## src/rtl/spectrum_peak_search.sv

```systemverilog
// Sweeps the magnitude RAM once per start edge and reports the two
// largest local maxima (bin, mag) above THRESH; key=0 restarts.
module spectrum_peak_search #(
  parameter int              FIRST_BIN = 1,
  parameter int              LAST_BIN  = 128,
  parameter int              MAG_W     = 16,
  parameter int              ADDR_W    = 8,
  parameter logic [MAG_W-1:0] THRESH   = 16'd8
) (
  input  logic              clk,
  input  logic              rst_n,
  input  logic              key,
  input  logic              start,
  input  logic [MAG_W-1:0]  rd_data,
  output logic              rd_en,
  output logic [ADDR_W-1:0] rd_addr,
  output logic              busy,
  output logic              done,
  output logic [ADDR_W-1:0] peak1_bin,
  output logic [MAG_W-1:0]  peak1_mag,
  output logic [ADDR_W-1:0] peak2_bin,
  output logic [MAG_W-1:0]  peak2_mag
);

  localparam logic [ADDR_W-1:0] FIRST_A = ADDR_W'(FIRST_BIN);
  localparam logic [ADDR_W-1:0] LAST_A  = ADDR_W'(LAST_BIN);

  typedef enum logic [1:0] {
    IDLE, READ, DRAIN, DONE
  } state_t;

  state_t state_q, state_d;
  logic start_q, start_d;
  logic rd_en_q, rd_en_d;
  logic busy_q, busy_d;
  logic done_q, done_d;
  logic vld_q, vld_d;
  logic [ADDR_W-1:0] rd_addr_q, rd_addr_d;
  logic [ADDR_W-1:0] dat_bin_q, dat_bin_d;
  logic [ADDR_W-1:0] cur_bin_q, cur_bin_d;
  logic [MAG_W-1:0]  prev_q, prev_d;
  logic [MAG_W-1:0]  cur_q, cur_d;
  logic [ADDR_W-1:0] w1_bin_q, w1_bin_d;
  logic [MAG_W-1:0]  w1_mag_q, w1_mag_d;
  logic [ADDR_W-1:0] w2_bin_q, w2_bin_d;
  logic [MAG_W-1:0]  w2_mag_q, w2_mag_d;
  logic [ADDR_W-1:0] p1_bin_q, p1_bin_d;
  logic [MAG_W-1:0]  p1_mag_q, p1_mag_d;
  logic [ADDR_W-1:0] p2_bin_q, p2_bin_d;
  logic [MAG_W-1:0]  p2_mag_q, p2_mag_d;
  logic is_pk;

  // rd_data acts as the "next" slot of the window, so bin k is
  // judged in the cycle its successor's data is on the bus.
  assign is_pk = vld_q
    && (cur_bin_q > FIRST_A) && (cur_bin_q < LAST_A)
    && (prev_q < cur_q) && (cur_q >= rd_data)
    && (cur_q >= THRESH);

  always_comb begin
    state_d   = state_q;
    start_d   = start;
    rd_en_d   = rd_en_q;
    rd_addr_d = rd_addr_q;
    busy_d    = busy_q;
    done_d    = 1'b0;
    vld_d     = rd_en_q;
    dat_bin_d = rd_addr_q;
    cur_bin_d = cur_bin_q;
    prev_d    = prev_q;
    cur_d     = cur_q;
    w1_bin_d  = w1_bin_q;
    w1_mag_d  = w1_mag_q;
    w2_bin_d  = w2_bin_q;
    w2_mag_d  = w2_mag_q;
    p1_bin_d  = p1_bin_q;
    p1_mag_d  = p1_mag_q;
    p2_bin_d  = p2_bin_q;
    p2_mag_d  = p2_mag_q;

    if (vld_q) begin
      prev_d    = cur_q;
      cur_d     = rd_data;
      cur_bin_d = dat_bin_q;
    end

    if (is_pk) begin
      if (cur_q > w1_mag_q) begin
        w2_bin_d = w1_bin_q;
        w2_mag_d = w1_mag_q;
        w1_bin_d = cur_bin_q;
        w1_mag_d = cur_q;
      end else if (cur_q > w2_mag_q) begin
        w2_bin_d = cur_bin_q;
        w2_mag_d = cur_q;
      end
    end

    unique case (state_q)
      IDLE: begin
        if (start && !start_q) begin
          state_d   = READ;
          rd_en_d   = 1'b1;
          busy_d    = 1'b1;
          rd_addr_d = FIRST_A;
          prev_d    = '0;
          cur_d     = '0;
          cur_bin_d = '0;
          w1_bin_d  = '0;
          w1_mag_d  = '0;
          w2_bin_d  = '0;
          w2_mag_d  = '0;
        end
      end
      READ: begin
        if (rd_addr_q == LAST_A) begin
          rd_en_d = 1'b0;
          state_d = DRAIN;
        end else begin
          rd_addr_d = rd_addr_q + ADDR_W'(1);
        end
      end
      DRAIN: begin
        // Publish including this cycle's final evaluation.
        state_d  = DONE;
        busy_d   = 1'b0;
        done_d   = 1'b1;
        p1_bin_d = w1_bin_d;
        p1_mag_d = w1_mag_d;
        p2_bin_d = w2_bin_d;
        p2_mag_d = w2_mag_d;
      end
      DONE: state_d = IDLE;
      default: state_d = IDLE;
    endcase

    if (!key) begin
      state_d   = IDLE;
      start_d   = 1'b0;
      rd_en_d   = 1'b0;
      rd_addr_d = '0;
      busy_d    = 1'b0;
      done_d    = 1'b0;
      vld_d     = 1'b0;
      dat_bin_d = '0;
      cur_bin_d = '0;
      prev_d    = '0;
      cur_d     = '0;
      w1_bin_d  = '0;
      w1_mag_d  = '0;
      w2_bin_d  = '0;
      w2_mag_d  = '0;
      p1_bin_d  = '0;
      p1_mag_d  = '0;
      p2_bin_d  = '0;
      p2_mag_d  = '0;
    end
  end

  always_ff @(posedge clk or negedge rst_n) begin
    if (!rst_n) begin
      state_q   <= IDLE;
      start_q   <= 1'b0;
      rd_en_q   <= 1'b0;
      rd_addr_q <= '0;
      busy_q    <= 1'b0;
      done_q    <= 1'b0;
      vld_q     <= 1'b0;
      dat_bin_q <= '0;
      cur_bin_q <= '0;
      prev_q    <= '0;
      cur_q     <= '0;
      w1_bin_q  <= '0;
      w1_mag_q  <= '0;
      w2_bin_q  <= '0;
      w2_mag_q  <= '0;
      p1_bin_q  <= '0;
      p1_mag_q  <= '0;
      p2_bin_q  <= '0;
      p2_mag_q  <= '0;
    end else begin
      state_q   <= state_d;
      start_q   <= start_d;
      rd_en_q   <= rd_en_d;
      rd_addr_q <= rd_addr_d;
      busy_q    <= busy_d;
      done_q    <= done_d;
      vld_q     <= vld_d;
      dat_bin_q <= dat_bin_d;
      cur_bin_q <= cur_bin_d;
      prev_q    <= prev_d;
      cur_q     <= cur_d;
      w1_bin_q  <= w1_bin_d;
      w1_mag_q  <= w1_mag_d;
      w2_bin_q  <= w2_bin_d;
      w2_mag_q  <= w2_mag_d;
      p1_bin_q  <= p1_bin_d;
      p1_mag_q  <= p1_mag_d;
      p2_bin_q  <= p2_bin_d;
      p2_mag_q  <= p2_mag_d;
    end
  end

  assign rd_en     = rd_en_q;
  assign rd_addr   = rd_addr_q;
  assign busy      = busy_q;
  assign done      = done_q;
  assign peak1_bin = p1_bin_q;
  assign peak1_mag = p1_mag_q;
  assign peak2_bin = p2_bin_q;
  assign peak2_mag = p2_mag_q;

endmodule

```

## config.mk

```make
export PLATFORM = sky130hd
export DESIGN_NAME = spectrum_peak_search
export DESIGN_NICKNAME = d
export VERILOG_FILES = /design/src/rtl/spectrum_peak_search.sv
export SDC_FILE = /design/constraint.sdc
export NUM_CORES = 1
export LEC_CHECK = 0
export ABC_AREA = 1
export CAP_MARGIN = 30
export CORE_ASPECT_RATIO = 1.5
export CORE_UTILIZATION = 60
export CTS_CLUSTER_DIAMETER = 80
export DETAILED_ROUTE_END_ITERATION = 8
export PLACE_DENSITY = 0.82
export REMOVE_ABC_BUFFERS = 1
export SKIP_LAST_GASP = 1
export SLEW_MARGIN = 25
export SYNTH_ARGS = -nofsm -noshare
export SYNTH_HDL_FRONTEND = slang
export SYNTH_SLANG_ARGS = --single-unit
export TNS_END_PERCENT = 100
```

## constraint.sdc

```tcl
create_clock -name clk -period 3.84 [get_ports clk]
set_input_delay 0.576 -clock clk [delete_from_list [all_inputs] [get_ports clk]]
set_output_delay 0.576 -clock clk [all_outputs]
set_load 0.1 [all_outputs]
```

# [Word-level counts from Yosys, hierarchy flattened]
# Cells that the tools add are included.
[word_totals] mem_bits_ro=0 latch_bits=0 n_memories=0 mem_bits_rw=0 in_bits=20 regBits=159 out_inout_bits=59
[op_classes] n_mux=61 div=0 n_bitwise=0 add_sub_neg=1 eq_ne=10 mul=0 order_cmp=7 shift=0 reduce_logical=12
[ops] op="two-way mux 16 bit" count=23
[ops] op="two-way mux 8 bit" count=23
[ops] op="> comparator 16 bit" count=2
[ops] op="greater-or-equal comparator 16 bit" count=1
[ops] op="greater-or-equal comparator 16 x 4 -> 1 bit, second input constant" count=1
[ops] op="< comparator 16 bit" count=1
[ops] op="case mux 8 bit (2 select lines)" count=1
[ops] op="!= test 3 bit, second input constant" count=3
[ops] op="adder 8 x 1 -> 8 bit, second input constant" count=1
[ops] op="equality test 8 bit, second input constant" count=1
[ops] op="> comparator 8 x 1 -> 1 bit, second input constant" count=1
[ops] op="< comparator 8 bit, second input constant" count=1
[ops] op="two-way mux 1 bit" count=8
[ops] op="case mux 2 bit (4 select lines)" count=1
[ops] op="logical AND 1 bit" count=6
[ops] op="two-way mux 2 bit" count=3
[ops] op="!= test 3 x 1 -> 1 bit, second input constant" count=2
[ops] op="AND reduction 3 bit" count=2
[ops] op="equality test 2 bit, second input constant" count=2
[ops] op="case mux 1 bit (2 select lines)" count=2
[ops] op="AND reduction 2 bit" count=2
[ops] op="equality test 2 x 1 -> 1 bit, second input constant" count=1
[ops] op="logical NOT 2 bit" count=1
[ops] op="!= test 2 x 1 -> 1 bit, second input constant" count=1
[ops] op="logical NOT 1 bit" count=1

# [Logic depth before layout (Yosys ltp)]
# Gate-level depths: netlist of run 1.
[depth] word_depth=10 ltp_mapped=18 depth_no_buf=17

# [Least setup slack after synthesis of run 1]
# No wires, ideal clock.
[synth_timing] path_type="flip-flop to flip-flop" from="register rd_addr_q[0], in the netlist rd_addr[0]" to="register rd_addr_q[2], in the netlist rd_addr[2]" period_less_slack_ns=2.220 required_time_ns=3.769 stages_incl_launch_ff=11 arrival_time_ns=2.149 n_path_buf=1 path_slack_ns=1.620 setup_time_ns=0.071 path_cell_list="dfrtp_1 inv_1 ha_1 nand4_1 nor4_1 nand2_1 nand2_1 clkbuf_1 o21ai_0 nand2_1 nor2_1"
[synth_via] elab_chain_cells=4
[synth_rtl] item="from (decl)" line="38" source="logic [ADDR_W-1:0] rd_addr_q, rd_addr_d;"
[synth_rtl] item="from (signal assigned)" line="185" source="rd_addr_q <= rd_addr_d;"
[synth_rtl] item="adder 8 x 1 -> 8 bit" line="120" source="rd_addr_d = rd_addr_q + ADDR_W'(1);"
[synth_rtl] item="two-way mux 8 bit" line="116" source="if (rd_addr_q == LAST_A) begin"
[synth_rtl] item="case mux 8 bit (2 select lines)" line="99" source="unique case (state_q)"
[synth_rtl] item="two-way mux 8 bit" line="137" source="if (!key) begin"
# Parallel ways exist; a longest one is shown, timed or not. The select of a mux whose other input is x is not followed.
# A chain may end at the register's enable or synchronous reset.

# [Worst setup path in the final report of run 1]
[layout_timing] from="input rd_data[14]" to="register w1_mag_q[15]"
[layout_via] elab_chain_cells=7
[layout_rtl] item="from (decl)" line="14" source="input logic [MAG_W-1:0] rd_data,"
[layout_rtl] item="greater-or-equal comparator 16 bit *" line="57" source="&& (prev_q < cur_q) && (cur_q >= rd_data)"
[layout_rtl] item="logical AND 1 bit *" line="57"
[layout_rtl] item="logical AND 1 bit *" line="58" source="&& (cur_q >= THRESH);"
[layout_rtl] item="two-way mux 16 bit *" line="87" source="if (is_pk) begin"
[layout_rtl] item="two-way mux 16 bit" line="101" source="if (start && !start_q) begin"
[layout_rtl] item="two-way mux 16 bit *" line="99"
[layout_rtl] item="two-way mux 16 bit *" line="137"
[layout_rtl] item="named net w1_mag_d[15]" line="44" source="logic [MAG_W-1:0] w1_mag_q, w1_mag_d;"
[layout_rtl] item="to (signal assigned)" line="194" source="w1_mag_q <= w1_mag_d;"
[layout_rtl] item="to (decl)" line="44"
# Mark *: on every way through the listed nets, which the timed path passes. The rest lies on a longest branch.

==> flow_summary.yaml, run 1 <==
status:
  status: "finished clean"
global_routing:
  grt_max_degree: 92
  grt_pass1_wl_um: 40300
  track_usage_pct: 31.6
  grt_overflow: 0
  antenna_found_initial: 0
  grt_pass1_vias: 8486
critical_path:
  cpMostUsedCell: "nand3_1"
  cp_data_arrival_time_ns: 3.15
  cp_num_buf_inv: 4
  worstPathCellList: "clkdlybuf4s50_1 > inv_1 > ha_1 > nand2_1 > inv_1 > nand3_1 > nor2_1 > nand3_1 > nand3_1 > inv_1 > nor2_8 > nand2_1 > nand3_1 > nor2_1"
  path_max_fanout: 24
  critical_path.slowest_cell: "clkdlybuf4s50_1"
  worst_ep_required_time_ns: 4.14
  worstSetupEndpointType: "flop"
  path_class: "in2reg"
  worst_setup_path_start_kind: "primary input"
  crit_family: "simple AND/OR/NAND/NOR gates"
  max_stage_delay_ns: 0.50
floorplanning:
  die_w_um: 104
  die_y_um: 156
  io_pins: 79
  fp-row-count: 55
  fp.coreArea_um2: 15200
  start_util_pct: 62.0
  dieArea_um2: 16200
clock_network:
  htree_num_levels: 4
  clkTransAtPathRegs_ns: 0.06
  cts_setup_buffers: 0
  post_cts_resized: 0
  clock-root-buffer: "clkbuf_16"
  cts_buffers: 17
  clockBufferDepth: 2
  cts_tree: "built"
  clk_latency_ns: 0.43
  cts_sinks: 159
  ctsHoldBuffers: 0
sta:
  period_needed_ns: 2.85
  tightest_slew_ns: 1.01
  slew_headroom_pct: 32.6
  setup_viol: 0
  fin_crit_sh_pct: 74.2
  setup_tns_ns: 0
  slew_violations: 0
  max_freq_mhz: 351
  skew_ns: 0.00884
  holdWs_ns: 0.211
  finalHoldViolCount: 0
  rsz0062_at_grt: "no"
finish:
  multi_input_area_um2: 4620
  post_route_cells_drive_above_1_share_pct: 5.81
  final_common_cell: "nand2_1"
  seqCellArea_um2: 3980
  fillers: 1224
  diodes: 0
  mostFrequentLayoutCells: "nand2_1, nor2_1, dfrtp_1"
  nets: 1435
  areaGrowthSynthToFinish_pct: 15.7
routing:
  postRouteAntennaNets: 0
  viasPerCell: 5.57
  drt_iter0_markers: 530
  vias: 8690
  drt-total-wl_um: 24500
  wire_per_inst_um: 15.7
  first_pass_iters: 5
  drc: 0
power:
  power.density_nw_per_um2: 579
  finalPower_w: 0.00632
  vdd_drop_max_uv: 583
  p_leak_nw: 5.97
yosys:
  yosysWarnings: 0
  yosys.cell_types.count: 33
  async_reset_ff_share_pct: 100
  synth-edff-count: 0
  syn_area_per_cell_um2: 7.30
  synthTopCellsByArea: "dfrtp_1, nand2_1, ha_1"
  synth_top_flop_cell: "dfrtp_1"
  syn_inst: 1292
  yosysTopAreaCell: "dfrtp_1"
  yosysTopAreaCellShare_pct: 42.2
  synth_area_um2: 9430
  yosysSeqAreaShare_pct: 42.2
  synth_seq_cells: 159
worst_hold_path:
  hold_class: "in2async"
place:
  io_buffer_count: 78
  place_congestion: 0.857
  hpwl_um: 15600
run:
  maxCapViolCount: 0
## stage by stage
stage / std cells / instance area (um^2) / worst slack (ns) / utilization, %
6_report: 1559 / 10900 / 0.990 / 71.7
5_1_grt: 1559 / 10900 / 0.911 / 71.7
4_1_cts: 1559 / 10900 / 1.05 / 71.7
3_5_place_dp: 1527 / 10300 / 0.652 / 67.9
3_3_place_gp: 1527 / 10300 / 0.746 / 67.9
2_1_floorplan: 1232 / 9120 / 0.498 / -
## worst paths after layout
check,to,cells past startpoint,slack [ns],startpoint
min reg2reg,peak2_mag[10],2,0.48,peak2_mag[10]
min in group clk,peak2_mag[10],2,0.48,peak2_mag[10]
max in group asynchronous,vld_q,2,2.65,rst_n
max reg2reg,w2_mag_q[9],11,1.05,cur_q[10]
min,peak1_bin[1],1,0.21,rst_n
max,w1_mag_q[15],14,0.99,rd_data[14]
## layout make-up
| class | instances | area share [%] |
|---|---|---|
| clock buffers | 23 | 4.29 |
| clock inverters | 9 | 0.987 |
| inverters | 143 | 4.95 |
| multi-input cells | 930 | 42.4 |
| flip-flops and latches | 159 | 36.5 |
| well taps | 199 | 2.28 |
| repair buffers | 96 | 8.59 |
## synthesized netlist by cell type (2+ instances only)
cell type  count
a21oi_1       63
a21o_1         3
nand2_1      391
o22ai_1        2
buf_6          2
o21ai_0       10
nor2_1       182
buf_2         20
dfrtp_1      159
inv_1        141
xor2_1         3
nand3_1      135
clkbuf_1      24
o41ai_1        3
ha_1          68
o211ai_1       2
buf_1          5
nand4_1       33
nor3_1         5
nand2_2       21
buf_4          8
## layer usage
layer  global-route usage (%)  up-vias  routed length [um]  share of wire [%]
met4                     16.9        0                1010                4.1
li1                         -     4198                   -                  -
met1                     36.9     4100                9630                 39
met3                     6.41       74                1510                6.1
met2                     54.4      318               12400                 50
met5                        0        -                   0                  0
## sequential cells by signal (all words and copies together) (netlist names), 16 cells and up
| signal | count |
|---|---|
| w2_mag_q | 16 |
| w1_mag_q | 16 |
| peak2_mag | 16 |
| cur_q | 16 |
| prev_q | 16 |
| peak1_mag | 16 |
## cells by family after synthesis
family / Yosys count / synth area share [%]
AOI/OAI and AO/OA: 86 / 4.90
buffers and inverters: 203 / 8.97
DFF: 159 / 42.2
adders and majority gates: 68 / 9.03
xor gates and xnor gates: 4 / 0.372
and+or+nand+nor: 772 / 34.5
## where the power goes
group	internal (W)	total (W)	switching [W]
clock network	0.000992	0.00167	0.000682
registers	0.00174	0.00181	0.0000673
logic	0.000771	0.00283	0.00206
## worst reg2reg max path, cell delays in order, from the launching register on
cell,delay [ns]
dfrtp_1,0.45
ha_1,0.34
nand4_1,0.13
nor3_1,0.52
nand3_1,0.21
nand2_1,0.24
buf_4,0.34
nand2_1,0.12
nand3_1,0.11
nand2_1,0.09
nand2_1,0.06
nor2_1,0.04
Power figures use the tool's default switching activity.
==> run 2: changes to the inputs <==
CORE_UTILIZATION = 59   (was 60)
PLACE_DENSITY = 0.81   (was 0.82)
clock period = 2.7 ns   (was 3.84 ns; I/O delays follow)
==> run 2 against run 1 <==
- routed wire length shrank 0.39%
- clock power grew 64%
- cell count grew 0.96%
- first-iteration DRC count shrank 17%
- register-to-register slack lost 0.81 ns
- clock skew shrank 0.0021 ns
- combinational power grew 48%
- worst hold slack gained 0.21 ns
- critical path type is now reg2reg
==> flow_summary.yaml, run 2 (synthesis gave the netlist of run 1 again) <==
status:
  status: "finished clean"
floorplanning:
  dieArea_um2: 16500
  die_w_um: 105
  io_pins: 79
  die_y_um: 157
  start_util_pct: 60.3
  fp-row-count: 56
  fp.coreArea_um2: 15600
critical_path:
  cp_data_arrival_time_ns: 2.77
  worst_ep_required_time_ns: 3.02
  worstSetupEndpointType: "flop"
  worst_setup_path_start_kind: "flop"
  path_max_fanout: 14
  path_class: "reg2reg"
global_routing:
  grt_pass1_wl_um: 39900
  antenna_found_initial: 0
  track_usage_pct: 31.1
  grt_pass1_vias: 8417
  grt_max_degree: 65
  grt_overflow: 0
clock_network:
  cts_buffers: 17
  cts_tree: "built"
  clkTransAtPathRegs_ns: 0.06
  htree_num_levels: 4
  cts_sinks: 159
  cts_setup_buffers: 0
  clock-root-buffer: "clkbuf_16"
  clk_latency_ns: 0.44
  clockBufferDepth: 2
sta:
  finalHoldViolCount: 0
  fin_crit_sh_pct: 91.0
  max_freq_mhz: 407
  slew_headroom_pct: 39.4
  slew_violations: 0
  period_needed_ns: 2.46
  setup_viol: 0
  tightest_slew_ns: 0.907
  skew_ns: 0.00679
  rsz0062_at_grt: "no"
  holdWs_ns: 0.418
run:
  maxCapViolCount: 0
place:
  hpwl_um: 16000
  place_congestion: 0.881
  io_buffer_count: 78
  placed_cell_area_um2: 10300
routing:
  first_pass_iters: 4
  viasPerCell: 5.48
  wire_per_inst_um: 15.5
  postRouteAntennaNets: 0
  drt_iter0_markers: 439
  drc: 0
  drt-total-wl_um: 24400
  vias: 8631
finish:
  design_area_um2: 11000
  final_common_cell: "nand2_1"
  diodes: 0
  areaGrowthSynthToFinish_pct: 16.9
  post_route_cells_drive_above_1_share_pct: 11.1
  mostFrequentLayoutCells: "nand2_1, nor2_1, dfrtp_1"
  nets: 1448
power:
  p_leak_nw: 6.22
  vdd_drop_max_uv: 774
  power.density_nw_per_um2: 861
worst_hold_path:
  hold_class: "in2reg"
[run 2: changes by cell type in the layout (fill, tap and decap cells not counted), sizes merged, moves of 3 or more]
cell,change
buf,+71
bufinv,+4
clkdlybuf4s50,-59
clkbuf,-3
[run 2: metrics by stage]
| stage | instances | TNS, ns | utilization [%] | worst slack (ns) | total power [W] |
|---|---|---|---|---|---|
| after global routing | 1574 | 0 | 70.5 | 0.0857 | 0.0100 |
| after floorplan | 1232 | -70.60 | - | -0.642 | 0.00526 |
| after global placement | 1543 | -3.64 | 66.2 | -0.0982 | 0.00661 |
| after detailed placement | 1543 | -5.26 | 66.2 | -0.123 | 0.00668 |
| final | 1574 | 0 | 70.5 | 0.243 | 0.00949 |
| after CTS | 1574 | 0 | 70.5 | 0.130 | 0.00947 |
[run 2: final cells by class]
cell class,count,area (um^2)
Fill cell,1279,4600
Clock buffer,20,457
Multi-Input combinational cell,930,4630
Tap cell,203,254
Sequential cell,159,3980
Inverter,143,539
Timing Repair Buffer,109,952
Clock inverter,10,210
[run 2: report_power, final]
group	switching (W)	total (W)	internal [W]
registers	0.0000947	0.00257	0.00248
clock network	0.000965	0.00274	0.00177
logic	0.00296	0.00418	0.00121
[run 2: path summary, 6_finish.rpt]
path / startpoint / end / slack (ns) / depth (start not counted)
worst max-delay path: cur_q[9] / peak2_mag[12] / 0.24 / 14
worst min-delay path: key / dat_bin_q[2] / 0.42 / 4
worst max register to register: cur_q[9] / peak2_mag[12] / 0.24 / 14
worst min register to register: peak1_mag[11] / peak1_mag[11] / 0.48 / 2
max in group asynchronous: rst_n / peak1_mag[2] / 1.49 / 3
min in group asynchronous: rst_n / peak2_mag[10] / 0.48 / 2
[run 2: critical path, stage by stage (launching register included)]
cell	delay, ns
dfrtp_1	0.46
ha_1	0.35
nand2_1	0.07
nand2_1	0.05
nand3_1	0.06
nand2_1	0.07
a21oi_1	0.32
nand2_1	0.21
nand2_1	0.12
buf_4	0.25
nand2_1	0.07
nand3_1	0.07
nand2_1	0.07
nand3_1	0.08
nand2_1	0.08
[run 2: timing repair]
item,CTS,global route
endpoints found under the hold margin,48,0
hold buffers,1,0
setup endpoints to repair,0,25
gates resized for setup,0,1
[run 2: per-layer routing]
layer	vias up	part of all wire [%]	global-route usage (%)
met5	-	0	0
met4	0	4.6	18.9
met3	84	5.3	5.16
met2	301	50	53.9
met1	4015	40	36.0
li1	4231	-	-
==> run 3: changes to the inputs <==
ABC_AREA = not set   (was 1)
CORE_UTILIZATION = 58   (was 59)
PLACE_DENSITY = 0.8   (was 0.81)
==> run 3 against run 2 <==
- the flow now finishes with violations (setup timing)
- sequential share of layout area fell by 0.62 points
- core utilization rose by 6.8 points
- non-clock buffer count rose by 64
- count of clock-buffer cells in the layout did not move
- critical path depth fell by 4
- first-iteration DRC count rose by 59%
- global-route usage rose by 1.7 points
- setup slack got worse by 0.39 ns
- total power rose by 18%
- critical path type unchanged
- highest routed layer unchanged
==> flow_summary.yaml, run 3 <==
status:
  status: "finished, violations left"
  violations: "setup timing"
place:
  hpwl_um: 15300
  io_buffer_count: 78
  place_congestion: 0.902
floorplanning:
  dieArea_um2: 15400
  io_pins: 79
  start_util_pct: 59.5
  die_y_um: 152
  die_w_um: 102
  fp-row-count: 54
  fp.coreArea_um2: 14500
clock_network:
  clkTransAtPathRegs_ns: 0.06
  htree_num_levels: 4
  cts_buffers: 17
  cts_sinks: 159
  clockBufferDepth: 2
  cts_tree: "built"
  clock-root-buffer: "clkbuf_16"
  clk_latency_ns: 0.44
yosys:
  synthTopCellsByArea: "dfrtp_1, ha_1, a21oi_1"
  yosys.cell_types.count: 55
  synth_area_um2: 8650
  yosysSeqAreaShare_pct: 46.0
  synth_top_flop_cell: "dfrtp_1"
  synth_seq_cells: 159
  syn_area_per_cell_um2: 9.64
  yosysTopAreaCell: "dfrtp_1"
  yosysWarnings: 0
  syn_inst: 897
  async_reset_ff_share_pct: 100
  yosysMostFrequentCell: "dfrtp_1"
  yosysTopAreaCellShare_pct: 46.0
  synth-edff-count: 0
  post_synth_most_frequent_cells: "dfrtp_1, a21oi_1, inv_1, ha_1, nor2_1"
power:
  p_sw_w: 0.00528
  vdd_drop_max_uv: 795
  clkPwrFrac_pct: 20.7
  power.share.sequential_pct: 24.3
  intPower_w: 0.00590
  p_leak_nw: 5.04
  power.density_nw_per_um2: 995
  combPwrFrac_pct: 54.9
  sw_frac_of_total_pct: 47.2
critical_path:
  worst_ep_required_time_ns: 3.04
  crit_family: "simple AND/OR/NAND/NOR gates"
  cp_data_arrival_time_ns: 3.19
  worstSetupEndpointType: "flop"
  path_class: "reg2reg"
  cp_num_buf_inv: 3
  path_max_fanout: 21
  critical_path.slowest_cell: "or4_4"
  max_stage_delay_ns: 0.59
  worst_setup_path_start_kind: "flop"
  worstPathCellList: "inv_1 > ha_4 > nand4_1 > or4_4 > o221a_4 > buf_12 > nor2_4 > clkbuf_16 > nand3_1 > a31oi_1"
global_routing:
  grt_overflow: 0
  grt_pass1_vias: 7658
  antenna_found_initial: 0
  track_usage_pct: 32.9
  grt_max_degree: 89
  grt_pass1_wl_um: 38300
finish:
  mostFrequentLayoutCells: "dfrtp_1, buf_4, inv_1"
  nets: 1123
  fillers: 909
  areaGrowthSynthToFinish_pct: 29.9
  post_route_cells_drive_above_1_share_pct: 28.1
  final_common_cell: "dfrtp_1"
  diodes: 0
  utilization_pct: 77.4
sta:
  slew_violations: 0
  fin_ws_ns: -0.149
  slew_headroom_pct: 48.5
  rsz0062_at_grt: "yes"
  fin_crit_sh_pct: 106
  skew_ns: 0.0136
  period_needed_ns: 2.85
  tightest_slew_ns: 0.772
  setup_viol: 69
  holdWs_ns: 0.473
  finalHoldViolCount: 0
  max_freq_mhz: 351
worst_hold_path:
  hold_class: "in2async"
run:
  maxCapViolCount: 0
routing:
  drc: 0
  postRouteAntennaNets: 0
  vias: 7975
  drt_iter0_markers: 699
  wire_per_inst_um: 21.8
  first_pass_iters: 5
  viasPerCell: 6.41
  drt-total-wl_um: 27100
[run 3: per-stage QoR]
stage | area [um^2] | TNS [ns] | std cells | power, W | worst slack, ns
after detailed placement | 9950 | -37.00 | 1195 | 0.00754 | -0.460
after floorplan | 8350 | -180.53 | 840 | 0.00574 | -1.97
after global routing | 11200 | -9.80 | 1244 | 0.0115 | -0.260
after CTS | 10600 | -0.0855 | 1233 | 0.0100 | -0.0190
final | 11200 | -2.68 | 1244 | 0.0112 | -0.149
after global placement | 9950 | -33.51 | 1195 | 0.00747 | -0.426
[run 3: logic make-up after synthesis]
family,synth area share (%)
AO/OA/AOI/OAI,18.7
XOR/XNOR,0.608
adder cells (fa/ha/maj),9.84
buffers and inverters,6.50
flip-flops,46.0
multiplexers,4.63
AND/OR/NAND/NOR,13.7
[run 3: layout make-up]
class | instances | area (um^2) | share of cell area, %
clock inverter | 12 | 110 | 0.980
sequential | 159 | 3990 | 35.5
timing repair buffer | 173 | 1600 | 14.2
multi-input combinational | 614 | 4590 | 40.8
clock buffer | 20 | 447 | 3.97
inverter | 70 | 263 | 2.34
tap | 196 | 245 | 2.18
[run 3: path summary, 6_finish.rpt]
check	start	end	slack, ns	cells after the start
worst max-delay path	w1_mag_q[10]	peak1_mag[3]	-0.15	10
min in group clk	peak2_mag[3]	peak2_mag[3]	0.48	2
worst min-delay path	rst_n	done	0.47	2
worst min register to register	peak2_mag[3]	peak2_mag[3]	0.48	2
max in group asynchronous	rst_n	vld_q	1.43	3
worst max register to register	w1_mag_q[10]	peak1_mag[3]	-0.15	10
[run 3: power groups by stage]
stage          Combinational, W  Sequential, W  Clock [W]
5_1_grt                 0.00635        0.00274    0.00241
2_1_floorplan           0.00198        0.00376          0
4_1_cts                 0.00498        0.00271    0.00231
6_report                0.00614        0.00272    0.00232
3_3_place_gp            0.00472        0.00275          0
3_5_place_dp            0.00479        0.00275          0
[run 3: metal layers]
layer	routed length (um)	GRT usage, %
met1	9920	39.5
met5	0	0
met3	2060	5.55
met4	1580	16.7
met2	13500	56.4
[run 3: timing repair]
action,4_1_cts,5_1_grt
setup endpoints to repair,82,96
gates resized for setup,23,93
setup buffers,3,3
endpoints found under the hold margin,48,0
cloned,2,8
hold buffers,1,0
pin swaps,4,34
